`src/rtl/fma_share_arbiter.sv`:
```
// fma_share_arbiter: round-robin sharing of one combinational FMA
// between N requesters, with a credit-limited in-order response FIFO.
module fma_share_arbiter #(
   parameter int N     = 4,
   parameter int DEPTH = 4,
   parameter int IDW   = $clog2(N),
   parameter int CW    = $clog2(DEPTH + 1)
) (
   input  logic            clk,
   input  logic            rst,
   input  logic [N-1:0]    req_valid,
   output logic [N-1:0]    req_ready,
   input  logic [32*N-1:0] req_a,
   input  logic [32*N-1:0] req_b,
   input  logic [32*N-1:0] req_c,
   output logic [31:0]     fma_a,
   output logic [31:0]     fma_b,
   output logic [31:0]     fma_c,
   input  logic [31:0]     fma_out,
   output logic            rsp_valid,
   input  logic            rsp_ready,
   output logic [31:0]     rsp_data,
   output logic [IDW-1:0]  rsp_id,
   output logic [CW-1:0]   in_flight
);

   localparam int PW = $clog2(DEPTH);

   logic [IDW-1:0] last_q;
   logic [N-1:0]   gnt;
   logic [IDW-1:0] gnt_id;
   logic           accept;

   logic           s1_valid_q;
   logic [IDW-1:0] s1_id_q;
   logic [31:0]    fma_a_q, fma_b_q, fma_c_q;

   logic [31:0]    mem_d_q  [DEPTH];
   logic [IDW-1:0] mem_id_q [DEPTH];
   logic [PW-1:0]  wp_q, rp_q;
   logic [CW-1:0]  cnt_q;
   logic [CW-1:0]  in_flight_q, in_flight_d;
   logic           wr, pop;

   function automatic logic [PW-1:0] ptr_inc(input logic [PW-1:0] p);
      return (p == PW'(DEPTH - 1)) ? '0 : p + PW'(1);
   endfunction

   // Round-robin pick starting after last; credit uses the registered count
   always_comb begin
      int j;
      j      = 0;
      gnt    = '0;
      gnt_id = '0;
      accept = 1'b0;
      if (!rst && (in_flight_q < CW'(DEPTH))) begin
         for (int k = 1; k <= N; k++) begin
            j = int'(last_q) + k;
            if (j >= N) j = j - N;
            if (!accept && req_valid[j]) begin
               accept = 1'b1;
               gnt[j] = 1'b1;
               gnt_id = IDW'(j);
            end
         end
      end
   end

   assign req_ready = gnt;

   // S1: register granted operands onto the FMA and advance the pointer
   always_ff @(posedge clk) begin
      if (rst) begin
         last_q     <= IDW'(N - 1);
         s1_valid_q <= 1'b0;
         s1_id_q    <= '0;
         fma_a_q    <= '0;
         fma_b_q    <= '0;
         fma_c_q    <= '0;
      end else begin
         s1_valid_q <= accept;
         if (accept) begin
            last_q  <= gnt_id;
            s1_id_q <= gnt_id;
            fma_a_q <= req_a[32*int'(gnt_id) +: 32];
            fma_b_q <= req_b[32*int'(gnt_id) +: 32];
            fma_c_q <= req_c[32*int'(gnt_id) +: 32];
         end
      end
   end

   assign fma_a = fma_a_q;
   assign fma_b = fma_b_q;
   assign fma_c = fma_c_q;

   assign wr  = s1_valid_q;
   assign pop = (cnt_q != '0) && rsp_ready;

   // S2 capture and response FIFO; reset clears storage so outputs read 0
   always_ff @(posedge clk) begin
      if (rst) begin
         wp_q  <= '0;
         rp_q  <= '0;
         cnt_q <= '0;
         for (int i = 0; i < DEPTH; i++) begin
            mem_d_q[i]  <= '0;
            mem_id_q[i] <= '0;
         end
      end else begin
         if (wr) begin
            mem_d_q[wp_q]  <= fma_out;
            mem_id_q[wp_q] <= s1_id_q;
            wp_q           <= ptr_inc(wp_q);
         end
         if (pop) rp_q <= ptr_inc(rp_q);
         if (wr && !pop) cnt_q <= cnt_q + CW'(1);
         else if (!wr && pop) cnt_q <= cnt_q - CW'(1);
      end
   end

   assign rsp_valid = (cnt_q != '0);
   assign rsp_data  = mem_d_q[rp_q];
   assign rsp_id    = mem_id_q[rp_q];

   always_comb begin
      in_flight_d = in_flight_q;
      if (accept && !pop) in_flight_d = in_flight_q + CW'(1);
      else if (!accept && pop) in_flight_d = in_flight_q - CW'(1);
   end

   // Credit counter: accepted operations not yet popped
   always_ff @(posedge clk) begin
      if (rst) in_flight_q <= '0;
      else     in_flight_q <= in_flight_d;
   end

   assign in_flight = in_flight_q;

   a_no_overflow: assert property (@(posedge clk) disable iff (rst)
      !(wr && (cnt_q == CW'(DEPTH))));

endmodule

```
`config.mk`:
```
export PLATFORM = sky130hd
export DESIGN_NAME = fma_share_arbiter
export DESIGN_NICKNAME = d
export VERILOG_FILES = /design/src/rtl/fma_share_arbiter.sv
export SDC_FILE = /design/constraint.sdc
export NUM_CORES = 1
export LEC_CHECK = 0
export ABC_AREA = 1
export CAP_MARGIN = 40
export CORE_AREA = 2 2 217 219
export CTS_CLUSTER_SIZE = 12
export DETAILED_ROUTE_END_ITERATION = 7
export DIE_AREA = 0 0 219 221
export SETUP_SLACK_MARGIN = 0.1
export SYNTH_ARGS = -nofsm -noshare
export SYNTH_HDL_FRONTEND = slang
export SYNTH_SLANG_ARGS = --single-unit
```
`constraint.sdc`:
```
create_clock -name clk -period 4.3 [get_ports clk]
set_input_delay 0.86 -clock clk [delete_from_list [all_inputs] [get_ports clk]]
set_output_delay 0.86 -clock clk [all_outputs]
set_load 0.01 [all_outputs]
```
== Yosys cells after proc, flatten, opt, wreduce, memory -nomap -nowiden ==
Memory sizes are Yosys's and may differ from the RTL's. A register that Yosys moved wholly into a read port is not among the register bits.
Cells that the tools add are included.
Word-level totals
  register bits after elaboration: 111
  latch bits: 0
  RAM bits: 136
  memory bits (read-only): 0
  bits of input ports: 423
  logic and storage cells: 142
  memories: 2
Cells by class
  $add $sub $neg: 14
  multiply operators: 0
  divide/modulo/power cells: 0
  magnitude comparators: 13
  equal/unequal tests: 2
  shift operators: 3
  muxes and demuxes: 70
  bitwise logic cells: 3
  reduce and logical (&&, ||, !) cells: 25
Memory list
  mem_d_q: words 4, width 32, rd ports 1, clocked after memory_dff 1, wr ports 4, RTL line 38  | logic [31:0] mem_d_q [DEPTH];
  mem_id_q: words 4, width 2, rd ports 1, clocked after memory_dff 1, wr ports 4, RTL line 39  | logic [IDW-1:0] mem_id_q [DEPTH];
Operator list (count)
  $shiftx 128x8->32: 3
  $mux 32: 9
  $ge 32x1->1 const B: 4
  $lt 32x4->1 const B: 4
  $mux 4: 8
  $reduce_or 32->1: 1
  $mux 2: 14
  $mux 1: 27
  $logic_and 1x1->1: 13
  $mux 3: 4
  $or 4x4->4: 3
  $sub 3x3->4 const B: 3
  $ge 3x3->1 const B: 3
  $bmux 1 s2: 4
  $demux 1 s2: 4
  $logic_not 1->1: 7
  $add 2x2->3 const B: 2
  $add 3x1->3 const B: 2
  $sub 3x1->3 const B: 2
  $sub 4x3->5 const B: 1
  $add 2x1->2 const B: 2
  $add 2x3->4 const B: 1
  $eq 2x2->1 const B: 2
  $ge 4x3->1 const B: 1
  5 further kinds: 6

== Depth between registers and ports, before layout ==
Gate-level depths: netlist of the first run.
  depth after elaboration: 25
  gate-level depth with buffers: 19
  gate-level depth less buffers: 16

== Worst setup path before layout of the first run ==
OpenSTA, ideal clock, no wires.
  path kind: input-to-reg
  start: in rst
  end: mem mem_d_q[3][0], enable pin
  arrival: 2.976 ns
  slack: 0.898 ns
  stages: 6
  path through: clkbuf_1 -> inv_2 -> clkbuf_1 -> nand2_1 -> nand2_1 -> nor2_1
RTL lines
  from (decl): RTL line 10  | input logic rst,
  to (decl): RTL line 38

== Worst setup path in the final report of the first run ==
  start: reg last_q[0]
  end: out req_ready[3]
Between the ends
  longest elaborated chain between the ends: 21
Ends and longest elaborated chain
  from (decl): RTL line 29  | logic [IDW-1:0] last_q;
  from (signal assigned): RTL line 74  | last_q <= IDW'(N - 1);
  from (signal assigned): RTL line 83  | last_q <= gnt_id;
  parallel branches: the longest is 19 deep, another holds $ge 32x1->1
  $mux 4 (*): RTL line 60  | if (!accept && req_valid[j]) begin
  $mux 4 (*): RTL line 56  | if (!rst && (in_flight_q < CW'(DEPTH))) begin
  to (decl): RTL line 12  | output logic [N-1:0] req_ready,
Every way passes the cells marked *. The select of a mux whose other input is x is not followed.

==> reports/qor.yml, run 1 <==
route:
  routed-via-count: 14632
  post-route-drc-count: 0
  drtIter0Drc: 1127
  firstDrtPassIters: 5
  wl_per_cell_microns: 21.7
  vias_per_cell: 5.04
  ant_nets: 0
  wirelength_microns: 62900
worst_hold_path:
  worstHoldStart: "s1_id_q[0]$_SDFFE_PP0P_"
  hold_depth: 2
  whs_endpoint: "s1_id_q[0]$_SDFFE_PP0P_"
  hp-class: "flop to flop"
finish:
  seq_area_sq_um: 6350
  nFillCells: 4685
  nets: 2692
  area_delta_synth_final_pct: 53.2
  multiInputGateArea_sq_um: 6040
  fin_util_pct: 44.2
  drive_above_1_share_pct: 4.83
clock_tree:
  worstSkewPairLatency_ps: 590
  clk_path_buf_depth: 3
  clkSinkCount: 249
  path_clk_slew_ps: 60
  holdBufCountCts: 0
  clock-root-buffer: "clkbuf_16"
  htree_levels: 1
  cts_setup_buffers: 0
  cts_tree: "yes"
  numCtsBuffers: 29
  postCtsResizedCells: 0
logic_synthesis:
  syn_area_sq_um: 13300
  avgSynthCellArea_sq_um: 7.55
  async_flop_share_pct: 0
  synth.largest_area_cell: "edfxtp_1"
  yosys_warnings: 0
  ys.flop_type: "edfxtp_1"
  synth_area_leaders: "edfxtp_1 31%, dfxtp_1 17%, nand3_1 15%"
  synth_top_area_share_pct: 30.7
  syn-num-nets: 2199
  synth_common_cells: "427 x nand2_1, 398 x nand3_1, 217 x nor2_1, 174 x o21ai_0, 136 x edfxtp_1"
  synth-seq-cells: 249
  synth-seq-area-share_pct: 47.7
  ys_types: 34
  synth-edff-count: 136
  yosysMostFrequentCell: "nand2_1"
  synthCells: 1762
timing:
  whs_ps: 467
  fin_crit_ps: 3920
  tightest_slew_ps: 863
  report.final.slew_viol_count: 0
  timing.slew.headroom_pct: 42.4
  rsz0062_at_grt: "no"
  hold_viol: 0
  fmax_ghz: 0.255
  tns_ps: 0
  finalSetupViolations: 0
  fin_crit_sh_pct: 91.1
  fin_skew_ps: 30.3
critical_path:
  path_delay_family: "buffers and inverters"
  critPathBufInv: 4
  arrival_ps: 3060
  r2r-start: "last_q[0]$_SDFFE_PP1P_"
  crit_chain: "inv_6 -> ha_1 -> inv_2 -> nand2_2 -> nand2_4 -> nor2_8 -> nand3b_2 -> o2111ai_1 -> nand2_1 -> inv_1 -> clkdlybuf4s50_1"
  reg2reg_slack_ps: 1200
  endpoint_kind: "output pin"
  path_class: "flop to output pin"
  slowest_stage: "clkdlybuf4s50_1"
  crit_fanout: 12
  critPathLaunchType: "flop"
  reg2reg_to: "fma_c[1]$_SDFFE_PP0P_"
  required_ps: 3440
  max_stage_delay_ps: 530
  rr_worst_depth: 13
floorplanning:
  die_area_sq_um: 48400
  core_area_sq_um: 46100
  fp-row-count: 79
  die_height_microns: 221
  dieWidth_microns: 219
  start_util_pct: 28.9
  io_pins: 561
grt:
  grt_pass1_wl_microns: 90700
  grt_start_max_net_pins: 166
  antenna_found_initial: 25
  grt_use_total_pct: 25.0
  grt_overflow: 0
  grt_pass1_vias: 14292
power_and_ir_drop:
  p_leak_nw: 8.29
  powerDensity_nw_per_um2: 715
  peakVddDrop_uv: 589
  finalPower_mw: 14.6
placed_design:
  portBuffers: 560
  gp_congestion: 0.939
  dpl.hpwl_microns: 46000
run_status:
  status: "complete, no violations"
job:
  cap_violations: 0
[power by group]
group	switching (mW)	internal, mW	total (mW)
registers	0.339	3.31	3.65
logic	5.44	3.09	8.53
clock network	1.02	1.38	2.40
[tightest hold or removal path: cells and delay by family, from the launching register on]
kind,cells,cell delay (ps)
AO/OA/AOI/OAI,1,50
flip-flops,1,310
AND/OR/NAND/NOR,1,60
[layout make-up]
class	count	share of cell area [%]
sequential	249	31.2
multi-input combinational	1306	29.7
timing repair buffer	600	29.4
clock buffer	46	4.27
tap	607	3.73
inverter	69	1.32
clock inverter	8	0.246
antenna	17	0.209
[registers in the layout, summed over array words and instances, names as in the netlist, named ones only]
signal and cells:
cnt_q 3, fma_a 32, fma_b 32, fma_c 32, in_flight 3, last_q 2
mem_d_q 128, mem_id_q 8, rp_q 2, s1_id_q 2, s1_valid_q 1, wp_q 2
[how the worst max path moves through the flow]
stage	from	to	slack, ps	cells after the start
after global placement	req_valid[1]	req_ready[3]	400	11
after CTS	last_q[1]$_SDFFE_PP1P_	req_ready[3]	320	11
after detailed placement	req_valid[1]	req_ready[3]	460	11
after floorplan	rst	mem_d_q[3][0]$_DFFE_PP_	900	6
after global routing	last_q[1]$_SDFFE_PP1P_	req_ready[1]	140	11
final	last_q[0]$_SDFFE_PP1P_	req_ready[3]	380	11
[logic make-up after synthesis]
| family | count (synthesis) | synth area share (%) |
|---|---|---|
| and+or+nand+nor | 1057 | 34.3 |
| AOI/OAI and AO/OA | 233 | 9.25 |
| adders and majority gates | 14 | 1.43 |
| xor gates and xnor gates | 2 | 0.132 |
| DFF | 249 | 47.7 |
| buffers and inverters | 207 | 7.18 |
[per-layer routing]
layer  part of all wire (%)  up-vias  GRT usage (%)  wire, microns
li1                       -     6948              -              -
met1                     39     7009           29.0          24400
met2                     51      563           44.6          31900
met3                    7.2      106           6.10           4530
met4                    3.2        6           8.52           2040
met5                  0.068        -              0             43
[placed cells by master, fill, tap and decap left out, drive strengths merged]
master | Yosys | routed
clkdlybuf4s50 | 0 | 560
nand2 | 436 | 436
nand3 | 401 | 401
nor2 | 219 | 219
o21ai | 181 | 181
edfxtp | 136 | 136
dfxtp | 113 | 113
inv | 68 | 69
clkbuf | 74 | 46
buf | 64 | 40
o22ai | 35 | 35
diode | 0 | 17
ha | 12 | 12
a21oi | 12 | 12
clkinv | 1 | 8
a22oi | 2 | 2
xor2 | 2 | 2
fa | 2 | 2
nand3b | 1 | 1
o2111ai | 1 | 1
a21boi | 1 | 1
o211a | 1 | 1
[per-stage QoR]
step / instance area (sq um) / instances / worst slack (ps)
global route: 20400 / 2899 / 135
CTS: 20300 / 2885 / 325
floorplan: 13300 / 1762 / 898
global placement: 19400 / 2831 / 401
detailed placement: 19400 / 2831 / 464
finish: 20400 / 2902 / 381
(Power assumes the default switching activity.)
==> run 2: changes to the inputs <==
CORE_AREA = 2 2 218 220   (was 2 2 217 219)
DIE_AREA = 0 0 220 222   (was 0 0 219 221)
clock period = 3.37 ns   (was 4.3 ns; I/O delays follow)
==> run 2 against run 1 <==
Critical path depth shrank 7. Utilization grew 0.76 points. Non-clock buffer count grew 41. Via count grew 0.70%. Sequential cell count is the same. Setup slack lost 130 ps. Routed wire length is essentially flat. Register-to-register slack lost 550 ps. Global-route usage shrank 0.19 points. Final cell count grew 1.1%.
==> reports/qor.yml, run 2 (synthesized netlist as in run 1, its figures left out) <==
run_status:
  status: "complete, no violations"
critical_path:
  critPathBufInv: 2  # -2
  crit_fanout: 68  # +56
  crit_chain: "buf_6 -> o21ai_0 -> o22ai_1 -> clkdlybuf4s50_1"
  arrival_ps: 2450  # -610 ps
  required_ps: 2700  # -740 ps
  path_delay_family: "buffers and inverters"
  critPathLaunchType: "flop"
  endpoint_kind: "output pin"
  r2r-start: "last_q[0]$_SDFFE_PP1P_"
  max_stage_delay_ps: 600  # +70 ps
  path_class: "flop to output pin"
  slowest_stage: "clkdlybuf4s50_1"
timing:
  whs_ps: 465  # -2.46 ps
  tightest_slew_ps: 865  # +1.92 ps
  timing.slew.headroom_pct: 42.3  # -0.13 points
  fin_crit_ps: 3120
  fin_crit_sh_pct: 92.7
  report.final.slew_viol_count: 0  # unchanged
  rsz0062_at_grt: "yes"
  hold_viol: 0  # unchanged
  fin_skew_ps: 8.05  # -22.2 ps
  finalSetupViolations: 0  # unchanged
  tns_ps: 0  # unchanged
  finalWorstSetupSlack_ps: 247  # -134 ps
  fmax_ghz: 0.320
floorplanning:
  dieWidth_microns: 220  # +0.46%
  core_area_sq_um: 46300  # +0.43%
  start_util_pct: 28.7  # -0.12 points
  fp-row-count: 79  # unchanged
  die_area_sq_um: 48800  # +0.91%
  io_pins: 561  # unchanged
  die_height_microns: 222  # +0.45%
job:
  cap_violations: 0  # unchanged
grt:
  grt_use_total_pct: 24.8  # -0.19 points
  antenna_found_initial: 14  # -44%
  grt_pass1_wl_microns: 90700  # about the same
  grt_overflow: 0  # unchanged
  grt_pass1_vias: 14360  # +0.48%
  grt_start_max_net_pins: 98  # -41%
placed_design:
  place_ws_ps: -55.2  # -519 ps
  gp_congestion: 0.931  # -0.80%
  place_area_sq_um: 19800  # +2.1%
  place_inst: 2872  # +1.4%
  portBuffers: 560  # unchanged
  dpl.hpwl_microns: 47200  # +2.5%
clock_tree:
  holdBufCountCts: 0  # unchanged
  clkSinkCount: 249  # unchanged
  clk_path_buf_depth: 3  # unchanged
  numCtsBuffers: 30  # +3.4%
  clock-root-buffer: "clkbuf_16"
  cts_tree: "yes"
  htree_levels: 1  # unchanged
  cts_setup_buffers: 0  # unchanged
  worstSkewPairLatency_ps: 570  # -20 ps
  path_clk_slew_ps: 60  # about the same
finish:
  final_cells: 2935  # +1.1%
  regMostFlops: "mem_d_q"
  largest_reg_flops: 128  # unchanged
  nets: 2734  # +1.6%
  fin_util_pct: 45.0  # +0.76 points
  layout_commonest_cell: "clkdlybuf4s50_1"
  area_delta_synth_final_pct: 56.5
  drive_above_1_share_pct: 6.65  # +1.8 points
  stdcell_area_sq_um: 20800  # +2.2%
  final_cell_mix: "556 x clkdlybuf4s50_1, 424 x nand2_1, 398 x nand3_1, 215 x nor2_1, 171 x o21ai_0"
power_and_ir_drop:
  internal_power_mw: 10.6  # +36%
  comb_power_share_pct: 59.5  # +1.0 points
  switchingPower_mw: 8.66  # +27%
  finalPower_mw: 19.2  # +32%
  p_leak_nw: 8.55  # +3.1%
  clkPwrFrac_pct: 16.4  # about the same
  seqPwrFrac_pct: 24.1  # -0.9 points
  switching_share_pct: 45.0  # -1.7 points
  peakVddDrop_uv: 485  # -18%
  powerDensity_nw_per_um2: 925  # +29%
route:
  vias_per_cell: 5.02  # -0.43%
  drtIter0Drc: 1009  # -10%
  wirelength_microns: 62900  # about the same
  post-route-drc-count: 0  # unchanged
  firstDrtPassIters: 5  # unchanged
  routed-via-count: 14735  # +0.70%
  wl_per_cell_microns: 21.4  # -1.0%
  ant_nets: 0  # unchanged
worst_hold_path:
  worstHoldStart: "s1_id_q[1]$_SDFFE_PP0P_"
  hp-class: "flop to flop"
-- run 2: cell count changes in the layout (fill, tap and decap cells not counted), sizes merged, moves of 3 or more --
cell / before / now
clkinv: 8 / 12
dlygate4sd2: 0 / 3
diode: 17 / 11
clkdlybuf4s50: 560 / 556
clkbuf: 46 / 39
buf: 40 / 81
-- run 2: routing by layer --
metal	wire (microns)	GRT usage, %	up-vias	part of all wire (%)
li1	-	-	7030	-
met1	24300	29.0	6992	39
met2	32100	44.1	607	51
met3	4660	6.13	98	7.4
met4	1840	7.82	8	2.9
met5	49	0	-	0.078
-- run 2: cell type report --
| class | instances | area (sq um) |
|---|---|---|
| Clock buffer | 38 | 811 |
| Antenna cell | 11 | 27.5 |
| Tap cell | 607 | 759 |
| Timing Repair Buffer | 641 | 6400 |
| Inverter | 69 | 270 |
| Clock inverter | 14 | 146 |
| Sequential cell | 249 | 6350 |
| Multi-Input combinational cell | 1306 | 6050 |
| Fill cell | 4667 | 25400 |
-- run 2: power by group through the flow --
stage	clock, mW	combinational [mW]	sequential, mW
after global routing	3.33	12.5	4.74
final	3.16	11.4	4.65
after detailed placement	0	11.5	4.69
after global placement	0	11.4	4.66
after floorplan	0	5.98	4.85
after CTS	3.22	11.6	4.65
-- run 2: final timing paths --
check                                                to  slack (ps)  cells after the start
worst min register to register  s1_id_q[1]$_SDFFE_PP0P_         460                      2
worst max-delay path                       rsp_data[16]         250                      4
worst min-delay path            s1_id_q[1]$_SDFFE_PP0P_         460                      2
worst max register to register    fma_b[4]$_SDFFE_PP0P_         650                     14
-- run 2: tightest hold or removal path, cell delays in order, from the launching register on --
cell,delay (ps)
dfxtp_1,310
nand2_1,60
a21oi_1,50
-- run 2: timing repair --
action,in CTS,in global routing
setup endpoints to repair,6,6
endpoints found under the hold margin,0,0
gates resized for setup,11,4
==> run 3: changes to the inputs <==
SETUP_SLACK_MARGIN = 0.3   (was 0.1)
==> run 3 against run 2 <==
Final area down 0.37%. Non-clock buffer count decreased by 28. Utilization decreased by 0.17 points. Register-to-register slack better by 20 ps. Critical path depth is 8 higher. Maximum frequency is 4.9% higher. Critical endpoint is now req_ready[2]. Largest power group unchanged.
==> reports/qor.yml, run 3 (synthesized netlist as in run 1, its figures left out) <==
power_and_ir_drop:
  seqPwrFrac_pct: 24.2  # about the same
  peakVddDrop_uv: 603  # +24%
  p_leak_nw: 8.47  # -0.94%
  internal_power_mw: 10.5  # -1.2%
  switchingPower_mw: 8.72  # +0.65%
  comb_power_share_pct: 58.9  # -0.6 points
  switching_share_pct: 45.4  # +0.45 points
  finalPower_mw: 19.2  # -0.34%
  powerDensity_nw_per_um2: 925  # about the same
  clkPwrFrac_pct: 16.8  # +0.4 points
timing:
  hold_viol: 0  # unchanged
  tns_ps: 0  # unchanged
  finalWorstSetupSlack_ps: 394  # +147 ps
  fin_skew_ps: 14.5  # +6.43 ps
  report.final.slew_viol_count: 0  # unchanged
  tightest_slew_ps: 683  # -183 ps
  whs_ps: 467  # +2.14 ps
  fin_crit_ps: 2980  # -147 ps
  fmax_ghz: 0.336  # +4.9%
  fin_crit_sh_pct: 88.3  # -4.4 points
  rsz0062_at_grt: "yes"
  finalSetupViolations: 0  # unchanged
  timing.slew.headroom_pct: 54.5  # +12 points
grt:
  grt_overflow: 0  # unchanged
  grt_pass1_wl_microns: 91400  # +0.87%
  antenna_found_initial: 23  # +9
  grt_start_max_net_pins: 102  # +4.1%
  grt_use_total_pct: 25.0  # +0.20 points
  grt_pass1_vias: 14300  # -0.42%
clock_tree:
  clkSinkCount: 249  # unchanged
  worstSkewPairLatency_ps: 590  # +20 ps
  cts_tree: "yes"
  clock-root-buffer: "clkbuf_16"
  clk_path_buf_depth: 3  # unchanged
  path_clk_slew_ps: 60  # about the same
  htree_levels: 1  # unchanged
  numCtsBuffers: 29  # -3.3%
worst_hold_path:
  whs_endpoint: "fma_c[31]$_SDFFE_PP0P_"
  hp-class: "flop to flop"
  worstHoldStart: "fma_c[31]$_SDFFE_PP0P_"
  hold_depth: 2  # unchanged
route:
  vias_per_cell: 5.01  # -0.25%
  wl_per_cell_microns: 21.7  # +1.0%
  routed-via-count: 14598  # -0.93%
  wirelength_microns: 63200  # +0.36%
  post-route-drc-count: 0  # unchanged
  drtIter0Drc: 1071  # +6.1%
  ant_nets: 0  # unchanged
  firstDrtPassIters: 5  # unchanged
critical_path:
  crit_top_cell: "nand2_1"
  endpoint_kind: "output pin"
  crit_fanout: 3  # -96%
  crit_chain: "clkdlybuf4s50_1 -> nand2_1 -> nand2_1 -> nand2_1 -> nand2_2 -> nor2_8 -> buf_4 -> nand3_1 -> nand2_1 -> o21ai_2 -> inv_1 -> clkdlybuf4s15_1"
  r2r-start: "last_q[0]$_SDFFE_PP1P_"
  reg2reg_slack_ps: 670  # +20 ps
  path_class: "input port to output pin"
  critPathLaunchType: "input port"
  reg2reg_to: "fma_b[30]$_SDFFE_PP0P_"
  arrival_ps: 2300  # -150 ps
  rr_worst_depth: 17  # +3
  required_ps: 2700  # about the same
  slowest_stage: "clkdlybuf4s50_1"
  max_stage_delay_ps: 550  # -50 ps
floorplanning:
  fp-row-count: 79  # unchanged
  io_pins: 561  # unchanged
  dieWidth_microns: 220  # unchanged
  start_util_pct: 28.7  # unchanged
  die_area_sq_um: 48800  # unchanged
  core_area_sq_um: 46300  # unchanged
  die_height_microns: 222  # unchanged
placed_design:
  dpl.hpwl_microns: 45600  # -3.4%
  gp_congestion: 0.886  # -4.9%
  place_ws_ps: -38.1  # +17.1 ps
  portBuffers: 560  # unchanged
finish:
  layout_commonest_cell: "clkdlybuf4s50_1"
  nFillCells: 4675  # +0.17%
  nets: 2705  # -1.1%
  largest_reg_flops: 128  # unchanged
  fin_util_pct: 44.8  # -0.17 points
  final_cell_mix: "554 x clkdlybuf4s50_1, 423 x nand2_1, 397 x nand3_1, 214 x nor2_1, 170 x o21ai_0"
  area_delta_synth_final_pct: 56.0
  drive_above_1_share_pct: 5.94  # -0.71 points
  regMostFlops: "mem_d_q"
  seq_area_sq_um: 6350  # about the same
  multiInputGateArea_sq_um: 6110  # +0.93%
run_status:
  status: "complete, no violations"
job:
  cap_violations: 0  # unchanged
-- run 3: changes by cell type in the layout (fill, tap and decap cells not counted), sizes merged --
cell	before	now
buf	81	54
inv	67	69
dlymetal6s2s	0	1
diode	11	17
dlygate4sd2	3	1
clkinv	12	6
clkbuf	39	47
clkinvlp	2	0
clkdlybuf4s50	556	554
clkdlybuf4s15	0	1
bufinv	2	3
-- run 3: cell type report --
type                       instances  share of cell area [%]
tap                              607                    3.66
inverter                          69                    1.33
clock buffer                      45                    3.98
antenna                           17                   0.205
timing repair buffer             613                    30.1
sequential                       249                    30.6
clock inverter                     9                   0.652
multi-input combinational       1306                    29.5
-- run 3: timing repair --
item	in CTS	in global routing
hold buffers	0	0
buffers inserted	1	1
pin swaps	2	3
endpoints found under the setup margin	10	11
gates resized for setup	21	21
-- run 3: power by group through the flow --
stage	clock network [mW]	registers (mW)	logic, mW
after global placement	0	4.66	11.1
after floorplan	0	4.85	5.98
after global routing	3.44	4.75	12.3
after CTS	3.32	4.65	11.3
after detailed placement	0	4.69	11.1
final	3.22	4.65	11.3
-- run 3: layer usage --
layer,GRT usage (%),wire (microns),vias to the layer above,part of all wire [%]
met4,8.94,2190,12,3.5
met3,6.45,4720,110,7.5
met5,0,79,-,0.13
met1,29.1,24100,6918,38
met2,44.0,32100,588,51
li1,-,-,6970,-
-- run 3: worst max path at each step --
| stage | slack (ps) | endpoint | from |
|---|---|---|---|
| after detailed placement | -40 | req_ready[3] | req_valid[1] |
| after CTS | 270 | req_ready[3] | last_q[0]$_SDFFE_PP1P_ |
| final | 390 | req_ready[2] | req_valid[1] |
| after global routing | 260 | req_ready[2] | last_q[0]$_SDFFE_PP1P_ |
| after floorplan | 420 | in_flight[2]$_SDFFE_PP0P_ | last_q[0]$_SDFFE_PP1P_ |
| after global placement | -40 | req_ready[3] | req_valid[1] |
-- run 3: critical path: cells and delay by family --
family                 cells  cell delay [ps]
AOI/OAI and AO/OA          1              110
buffers and inverters      4              960
and+or+nand+nor            7              550
-- run 3: per-stage QoR --
step / area [sq um] / std cells
final: 20700 / 2915
after global routing: 20700 / 2912
after CTS: 20600 / 2897
after detailed placement: 19600 / 2842
after global placement: 19600 / 2842
after floorplan: 13300 / 1762
